--- config.mk ---
export PLATFORM = sky130hd
export DESIGN_NAME = dcache_ctrl
export DESIGN_NICKNAME = d
export VERILOG_FILES = /design/src/rtl/dcache_ctrl.sv
export SDC_FILE = /design/constraint.sdc
export NUM_CORES = 2
export LEC_CHECK = 0
export BUFFER_PORTS_ARGS = -buffer_cell sky130_fd_sc_hd__clkbuf_2
export CORE_MARGIN = 8
export CORE_UTILIZATION = 40
export DETAILED_ROUTE_END_ITERATION = 12
export HOLD_SLACK_MARGIN = 0.15
export PLACE_DENSITY = 0.67
export SYNTH_ARGS = -nofsm -noshare
export SYNTH_HDL_FRONTEND = slang
export SYNTH_SLANG_ARGS = --single-unit
--- constraint.sdc ---
create_clock -name clk -period 15.05 [get_ports clk]
set_clock_uncertainty 0.15 [all_clocks]
set_input_delay 1.505 -clock clk [delete_from_list [all_inputs] [get_ports clk]]
set_output_delay 1.505 -clock clk [all_outputs]
set_load 0.005 [all_outputs]
--- src/rtl/dcache_ctrl.sv ---
// Direct-mapped write-back/write-allocate data cache controller, single-word CPU port, line-wide memory port.
// Optional hit/miss counters are built in when DCACHE_STATS_EN is defined.
module dcache_ctrl #(
    parameter int NUM_SETS   = 16,
    parameter int LINE_WORDS = 4
) (
    input  logic                     clk,
    input  logic                     reset,
    input  logic                     is_input_valid,
    input  logic [31:0]              addr,
    input  logic                     mem_read,
    input  logic                     mem_write,
    input  logic [31:0]              din,
    output logic                     is_ready,
    output logic                     is_output_valid,
    output logic [31:0]              dout,
    output logic                     is_hit,
    input  logic                     mem_is_ready,
    output logic                     mem_is_input_valid,
    output logic                     mem_rd,
    output logic                     mem_wr,
    output logic [31:0]              mem_addr,
    output logic [32*LINE_WORDS-1:0] mem_din,
    input  logic [32*LINE_WORDS-1:0] mem_dout,
`ifdef DCACHE_STATS_EN
    output logic [31:0]              hit_count,
    output logic [31:0]              miss_count,
`endif
    input  logic                     mem_is_output_valid
);
    localparam int OFF_W  = $clog2(LINE_WORDS);
    localparam int IDX_W  = $clog2(NUM_SETS);
    localparam int TAG_W  = 30 - OFF_W - IDX_W;
    localparam int LINE_W = 32 * LINE_WORDS;

    typedef enum logic [1:0] {IDLE, COMPARE, WRITEBACK, ALLOCATE} state_t;

    state_t            state_q, state_d;
    logic [31:0]       addr_q, addr_d;
    logic [31:0]       din_q, din_d;
    logic              wr_q, wr_d;
    logic              miss_q, miss_d;
    logic              fill_sent_q, fill_sent_d;

    logic              valid_q [NUM_SETS];
    logic              dirty_q [NUM_SETS];
    logic [TAG_W-1:0]  tag_q   [NUM_SETS];
    logic [LINE_W-1:0] data_q  [NUM_SETS];

    logic [OFF_W-1:0]  req_off;
    logic [IDX_W-1:0]  req_idx;
    logic [TAG_W-1:0]  req_tag;
    logic              lookup_hit;
    logic              store_we;
    logic              fill_we;
    logic              unused_byte_bits;

    assign req_off          = addr_q[2 +: OFF_W];
    assign req_idx          = addr_q[2 + OFF_W +: IDX_W];
    assign req_tag          = addr_q[31 -: TAG_W];
    assign lookup_hit       = valid_q[req_idx] && (tag_q[req_idx] == req_tag);
    assign unused_byte_bits = ^addr_q[1:0];

    // is_ready is gated by reset so it reads 0 while reset is held.
    assign is_ready = reset && (state_q == IDLE);
    assign is_hit   = is_output_valid && !miss_q;

    always_comb begin
        state_d            = state_q;
        addr_d             = addr_q;
        din_d              = din_q;
        wr_d               = wr_q;
        miss_d             = miss_q;
        fill_sent_d        = fill_sent_q;
        is_output_valid    = 1'b0;
        dout               = '0;
        mem_is_input_valid = 1'b0;
        mem_rd             = 1'b0;
        mem_wr             = 1'b0;
        mem_addr           = '0;
        mem_din            = '0;
        store_we           = 1'b0;
        fill_we            = 1'b0;
        case (state_q)
            IDLE: begin
                if (is_input_valid && (mem_read ^ mem_write)) begin
                    addr_d  = addr;
                    din_d   = din;
                    wr_d    = mem_write;
                    state_d = COMPARE;
                end
            end
            COMPARE: begin
                if (lookup_hit) begin
                    is_output_valid = 1'b1;
                    miss_d          = 1'b0;
                    state_d         = IDLE;
                    if (wr_q) store_we = 1'b1;
                    else      dout     = data_q[req_idx][{req_off, 5'b0} +: 32];
                end else begin
                    miss_d      = 1'b1;
                    fill_sent_d = 1'b0;
                    state_d     = (valid_q[req_idx] && dirty_q[req_idx]) ? WRITEBACK : ALLOCATE;
                end
            end
            WRITEBACK: begin
                mem_is_input_valid = 1'b1;
                mem_wr             = 1'b1;
                mem_addr           = {tag_q[req_idx], req_idx, {OFF_W{1'b0}}, 2'b00};
                mem_din            = data_q[req_idx];
                if (mem_is_ready) state_d = ALLOCATE;
            end
            ALLOCATE: begin
                // The fill request is withdrawn once accepted; the line arrives later as a pulse.
                if (!fill_sent_q) begin
                    mem_is_input_valid = 1'b1;
                    mem_rd             = 1'b1;
                    mem_addr           = {req_tag, req_idx, {OFF_W{1'b0}}, 2'b00};
                    if (mem_is_ready) fill_sent_d = 1'b1;
                end
                if (mem_is_output_valid) begin
                    fill_we = 1'b1;
                    state_d = COMPARE;
                end
            end
            default: state_d = IDLE;
        endcase
    end

    always_ff @(posedge clk or negedge reset) begin
        if (!reset) begin
            state_q     <= IDLE;
            addr_q      <= '0;
            din_q       <= '0;
            wr_q        <= 1'b0;
            miss_q      <= 1'b0;
            fill_sent_q <= 1'b0;
        end else begin
            state_q     <= state_d;
            addr_q      <= addr_d;
            din_q       <= din_d;
            wr_q        <= wr_d;
            miss_q      <= miss_d;
            fill_sent_q <= fill_sent_d;
        end
    end

    always_ff @(posedge clk or negedge reset) begin
        if (!reset) begin
            for (int i = 0; i < NUM_SETS; i++) begin
                valid_q[i] <= 1'b0;
                dirty_q[i] <= 1'b0;
            end
        end else begin
            if (store_we) dirty_q[req_idx] <= 1'b1;
            if (fill_we) begin
                valid_q[req_idx] <= 1'b1;
                dirty_q[req_idx] <= 1'b0;
            end
        end
    end

    // Tags and data need no reset: nothing reads them while the valid bit is clear.
    always_ff @(posedge clk) begin
        if (store_we) data_q[req_idx][{req_off, 5'b0} +: 32] <= din_q;
        if (fill_we) begin
            data_q[req_idx] <= mem_dout;
            tag_q[req_idx]  <= req_tag;
        end
    end

`ifdef DCACHE_STATS_EN
    logic [31:0] hit_count_q, miss_count_q;

    always_ff @(posedge clk or negedge reset) begin
        if (!reset) begin
            hit_count_q  <= '0;
            miss_count_q <= '0;
        end else if (is_output_valid) begin
            if (is_hit) hit_count_q  <= hit_count_q + 32'd1;
            else        miss_count_q <= miss_count_q + 32'd1;
        end
    end

    assign hit_count  = hit_count_q;
    assign miss_count = miss_count_q;
`endif
endmodule
Yosys cells after proc, flatten, opt, wreduce, memory -nomap -nowiden:

Memory sizes are Yosys's and may differ from the RTL's.
Cells that the tools add are included.

* bitwise logic cells: 134
* eq/ne operators: 8
* magnitude comparators: 2
* reductions and logical operators: 12
* add/sub/neg operators: 1
* shift-type cells: 3
* multiplexer cells: 170

Operators by type and width (count)
* $mux W128: 2
* $mux W1: 151
* $mux W32: 4
* $or A1 B1 Y1: 128
* $shift A32 B9 Y128 const A: 1
* $shiftx A128 B8 Y32: 1
* $shiftx A32 B9 Y128: 1
* $pmux W32 S2: 1
* $mux W16: 2
* $or A16 B16 Y16: 2
* $eq A24 B24 Y1: 1
* $and A16 B16 Y16: 1
* $not A16 Y16: 1
* $neg A7 Y9: 1
* $bmux W1 S4: 2
* $mux W2: 4
* $pmux W2 S4: 1
* $logic_and A1 B1 Y1: 6
* $ne A2 B2 Y1 const B: 3
* $ge A5 B5 Y1 const B: 1
* $lt A5 B1 Y1 const B: 1
* $not A4 Y5: 1
* $demux W1 S4: 1
* $eq A2 B2 Y1 const B: 2
* 9 further kinds: 11

* input port bits: 199
* memories: 2
* word-level logic and storage cells: 370
* bits in writable memories: 2432
* output and inout bits: 198
* bits in registers: 101

Memories
* data_q: depth 16, bits a word 128, read ports 1, clocked after memory_dff 0, write ports 1, RTL line 48 `logic [LINE_W-1:0] data_q [NUM_SETS];`
* tag_q: depth 16, bits a word 24, read ports 1, clocked after memory_dff 0, write ports 1, RTL line 47 `logic [TAG_W-1:0] tag_q [NUM_SETS];`

Depth between registers and ports, before layout:

* depth after elaboration: 10
* gate-level depth with buffers: 14
* mapped depth without buffers: 9

Least setup slack after synthesis:

Ideal clock, no wire load.

* path type: reg-to-output
* start point: reg addr_q[4]
* end point: out dout[23]
* stages on the path, launching flop included: 12
* arrival: 3.415 ns
* setup slack: 9.980 ns
* data required time: 13.395 ns
* cell sequence: dfrtp_1 buf_6 buf_6 buf_6 buf_6 buf_6 buf_2 buf_1 mux4_2 mux4_2 mux4_2 nor3b_1

* longest elaborated chain between the ends: 7
* elaborated cells on any way between the ends: 12
* those cells by class: eq/ne: 1; shift: 1; mux: 6; bitwise: 1; reduce/logical: 1; memory: 2

Ends and longest elaborated chain
* start: declaration: RTL line 39 `logic [31:0] addr_q, addr_d;`
* start signal: assignment: RTL line 140 `addr_q <= addr_d;`
* branches (longest 5 deep; another with $mem_v2 Z16 W128)
* $mux W32 (*): RTL line 94 `if (lookup_hit) begin`
* $mux W32 (*): RTL line 84 `case (state_q)`
* end: declaration: RTL line 16 `output logic [31:0] dout,`

Mark *: on every way between the ends. The select of a mux whose other input is x is not followed.

Worst setup path in the final report:

* start point: reg addr_q[4]
* end point: out dout[22]

The elaborated chain is that of the path after synthesis.

==> impl_metrics.csv <==
group,metric,value,unit
clock_tree,cts_resized,0,
grt,grt_max_degree,154,
sta,hold_violations,0,
grt,antenna_found_initial,39,
power,leakage,37.64,nW
power,peakVddDrop,0.2034,mV
die,die_w,517.5,um
sta,slew_headroom,18.72,%
setup_path,start_kind,"flop",
synth,yosysWarnings,0,
synth,synthesis.area,100600,um^2
clock_tree,clkLatencyLatePin,930,ps
synth,ys_ff_latch,2531,
setup_path,crit_required,13400,ps
placement,preCtsSetupSlack,6983,ps
setup_path,crit_path_max_fanout,53,
final_layout,syn_to_final_growth,15.09,%
grt,overflow,0,
sta,finalSetupTns,0,ps
setup_path,crit_type,"reg -> out",
die,die_area,267800,um^2
hold_path,worstHoldPathCells,1,
synth,ys_seq_area_share,75.05,%
sta,drv_slew,0,
setup_path,crit_arrival,7110,ps
sta,setup_viol,0,
setup_path,r2r_cells,13,
grt,grt_pass1_wl,410100,um
final_layout,final_cell_mix,"2432 x edfxtp_1, 750 x mux4_2, 389 x clkbuf_2",
setup_path,worstSetupEndpointType,"output port",
setup_path,regToRegSetupSlack,7010,ps
clock_tree,htree_levels,5,
synth,dominantRegCellSynth,"edfxtp_1",
sta,holdWs,318.4,ps
power,powerDensity,200.0,nW/um^2
placement,numPortBuffers,390,
sta,tightest_slew,1219,ps
final_layout,multiInputGateArea,24410,um^2
detailed_routing,drc,0,
synth,async_flop_share,3.911,%
sta,fin_crit,8764,ps
detailed_routing,wire_per_inst,34.31,um
sta,post-route-period-util,58.24,%
synth,syn_inst,4546,
final_layout,layout.nets,5286,
die,ios,397,
sta,max_freq,114.1,MHz
detailed_routing,drt_iter0_drc,6827,
detailed_routing,dr.pass1.iters,5,
clock_tree,post_cts_buffers,0,
placement,gp_congestion,0.8549,
hold_path,hp-class,"reg -> reg",
detailed_routing,ant_nets,0,
grt,grt_use_total,21.56,%
outcome,status,"complete, no violations",
final_layout,seq_area,75530,um^2
run,max_cap_viol_count,0,
final_layout,drive_gt1_share,34.16,%
detailed_routing,detailroute.via_count,51480,
clock_tree,tritoncts,"done",
final_layout,fillers,20420,
placement,hpwl,176000,um
die,chipHeight,517.5,um
synth,ys_types,61,
synth,avgSynthCellArea,22.13,um^2
final_layout,final_common_cell,"edfxtp_1",
sta,worst_slack,6286,ps
clock_tree,cts_buffer_depth,4,
clock_tree,clockRootBuffer,"clkbuf_16",
sta,rsz0062_at_grt,"false",
clock_tree,cts_hold_buf,0,
synth,synth_edf_count,2432,
die,initial_core_util,40.13,%
grt,grt_pass1_vias,51890,
detailed_routing,routed_wl,297600,um
die,core,250700,um^2
clock_tree,cts_sinks,2531,
detailed_routing,drt-vias-per-instance,5.935,
die,core.rowCount,184,
clock_tree,numCtsBuffers,276,
clock_tree,cts.clk_slew.worst_paths,60,ps
layer usage:
| metal | share of wire [%] | wire, um | track usage (%) |
|---|---|---|---|
| met5 | 0.13 | 378 | 0.6932 |
| met2 | 47 | 140100 | 33.79 |
| met1 | 36 | 105800 | 27.14 |
| met4 | 5.8 | 17140 | 11.45 |
| met3 | 12 | 34260 | 6.429 |
final cells by class:
class / instances / share of cell area, %
Clock buffer: 339 / 6.278
Tap cell: 3348 / 3.618
Clock inverter: 128 / 0.9379
Antenna cell: 59 / 0.1275
Timing Repair Buffer: 526 / 2.624
Multi-Input combinational cell: 1710 / 21.08
Sequential cell: 2531 / 65.22
Inverter: 33 / 0.1070
Yosys cell counts, types with 33 or more instances:
cell | instances | area (um^2)
a22o_1 | 141 | 1235
and2_1 | 135 | 844.6
buf_2 | 119 | 595.6
clkbuf_1 | 105 | 394.1
dfrtp_1 | 99 | 2477
edfxtp_1 | 2432 | 73030
mux2_2 | 77 | 867.1
mux2i_1 | 80 | 800.8
mux4_2 | 750 | 16890
nand2_1 | 154 | 578.1
nor3b_1 | 33 | 247.7
o21ai_1 | 80 | 400.4
kinds of logic (layout without fill, tap and decap cells):
family | count (synthesis) | in the layout | synth area share [%]
and+or+nand+nor | 424 | 424 | 2.201
xor gates and xnor gates | 37 | 37 | 0.3221
other | 1 | 63 | 0.003727
AOI/OAI and AO/OA | 329 | 329 | 2.408
buffers and inverters | 308 | 1026 | 1.458
DFF | 2531 | 2531 | 75.05
adders and majority gates | 9 | 9 | 0.1119
muxes | 907 | 907 | 18.45
stage by stage:
step,utilization (%),instances,area [um^2],power [mW]
2_1_floorplan,-,4549,100600,13.71
3_3_place_gp,42.79,8148,107300,16.80
3_5_place_dp,42.79,8148,107300,16.94
4_1_cts,46.13,8615,115600,23.26
5_1_grt,46.16,8652,115700,23.82
6_report,46.19,8674,115800,23.16
final timing paths:
kind                              from           end
min in group asynchronous        reset    addr_q[10]
min                        valid_q[10]   valid_q[10]
max reg2reg                  addr_q[5]  data_q[5][3]
max                          addr_q[4]      dout[22]
max in group asynchronous        reset     addr_q[2]
min reg2reg                valid_q[10]   valid_q[10]
critical path, cell delays in order (launching register included):
cell and delay, ps:
dfrtp_4 1010, buf_4 870, buf_4 880, buf_4 940, mux4_2 620, mux4_2 650
mux4_2 650, nor3b_1 190, clkbuf_2 170
sequential cells by signal, summed over array words and instances, names as in the netlist, named ones only:
register and cells:
miss_q 1, dirty_q 1, valid_q 16, state_q 2
data_q 2048, tag_q 384, wr_q 1, addr_q 30
fill_sent_q 1, din_q 32
power breakdown:
group	switching [mW]	total (mW)	internal, mW
Clock	2.67	6.37	3.70
Combinational	4.47	7.33	2.85
Sequential	0.659	9.46	8.81
Power figures use the tool's default switching activity.
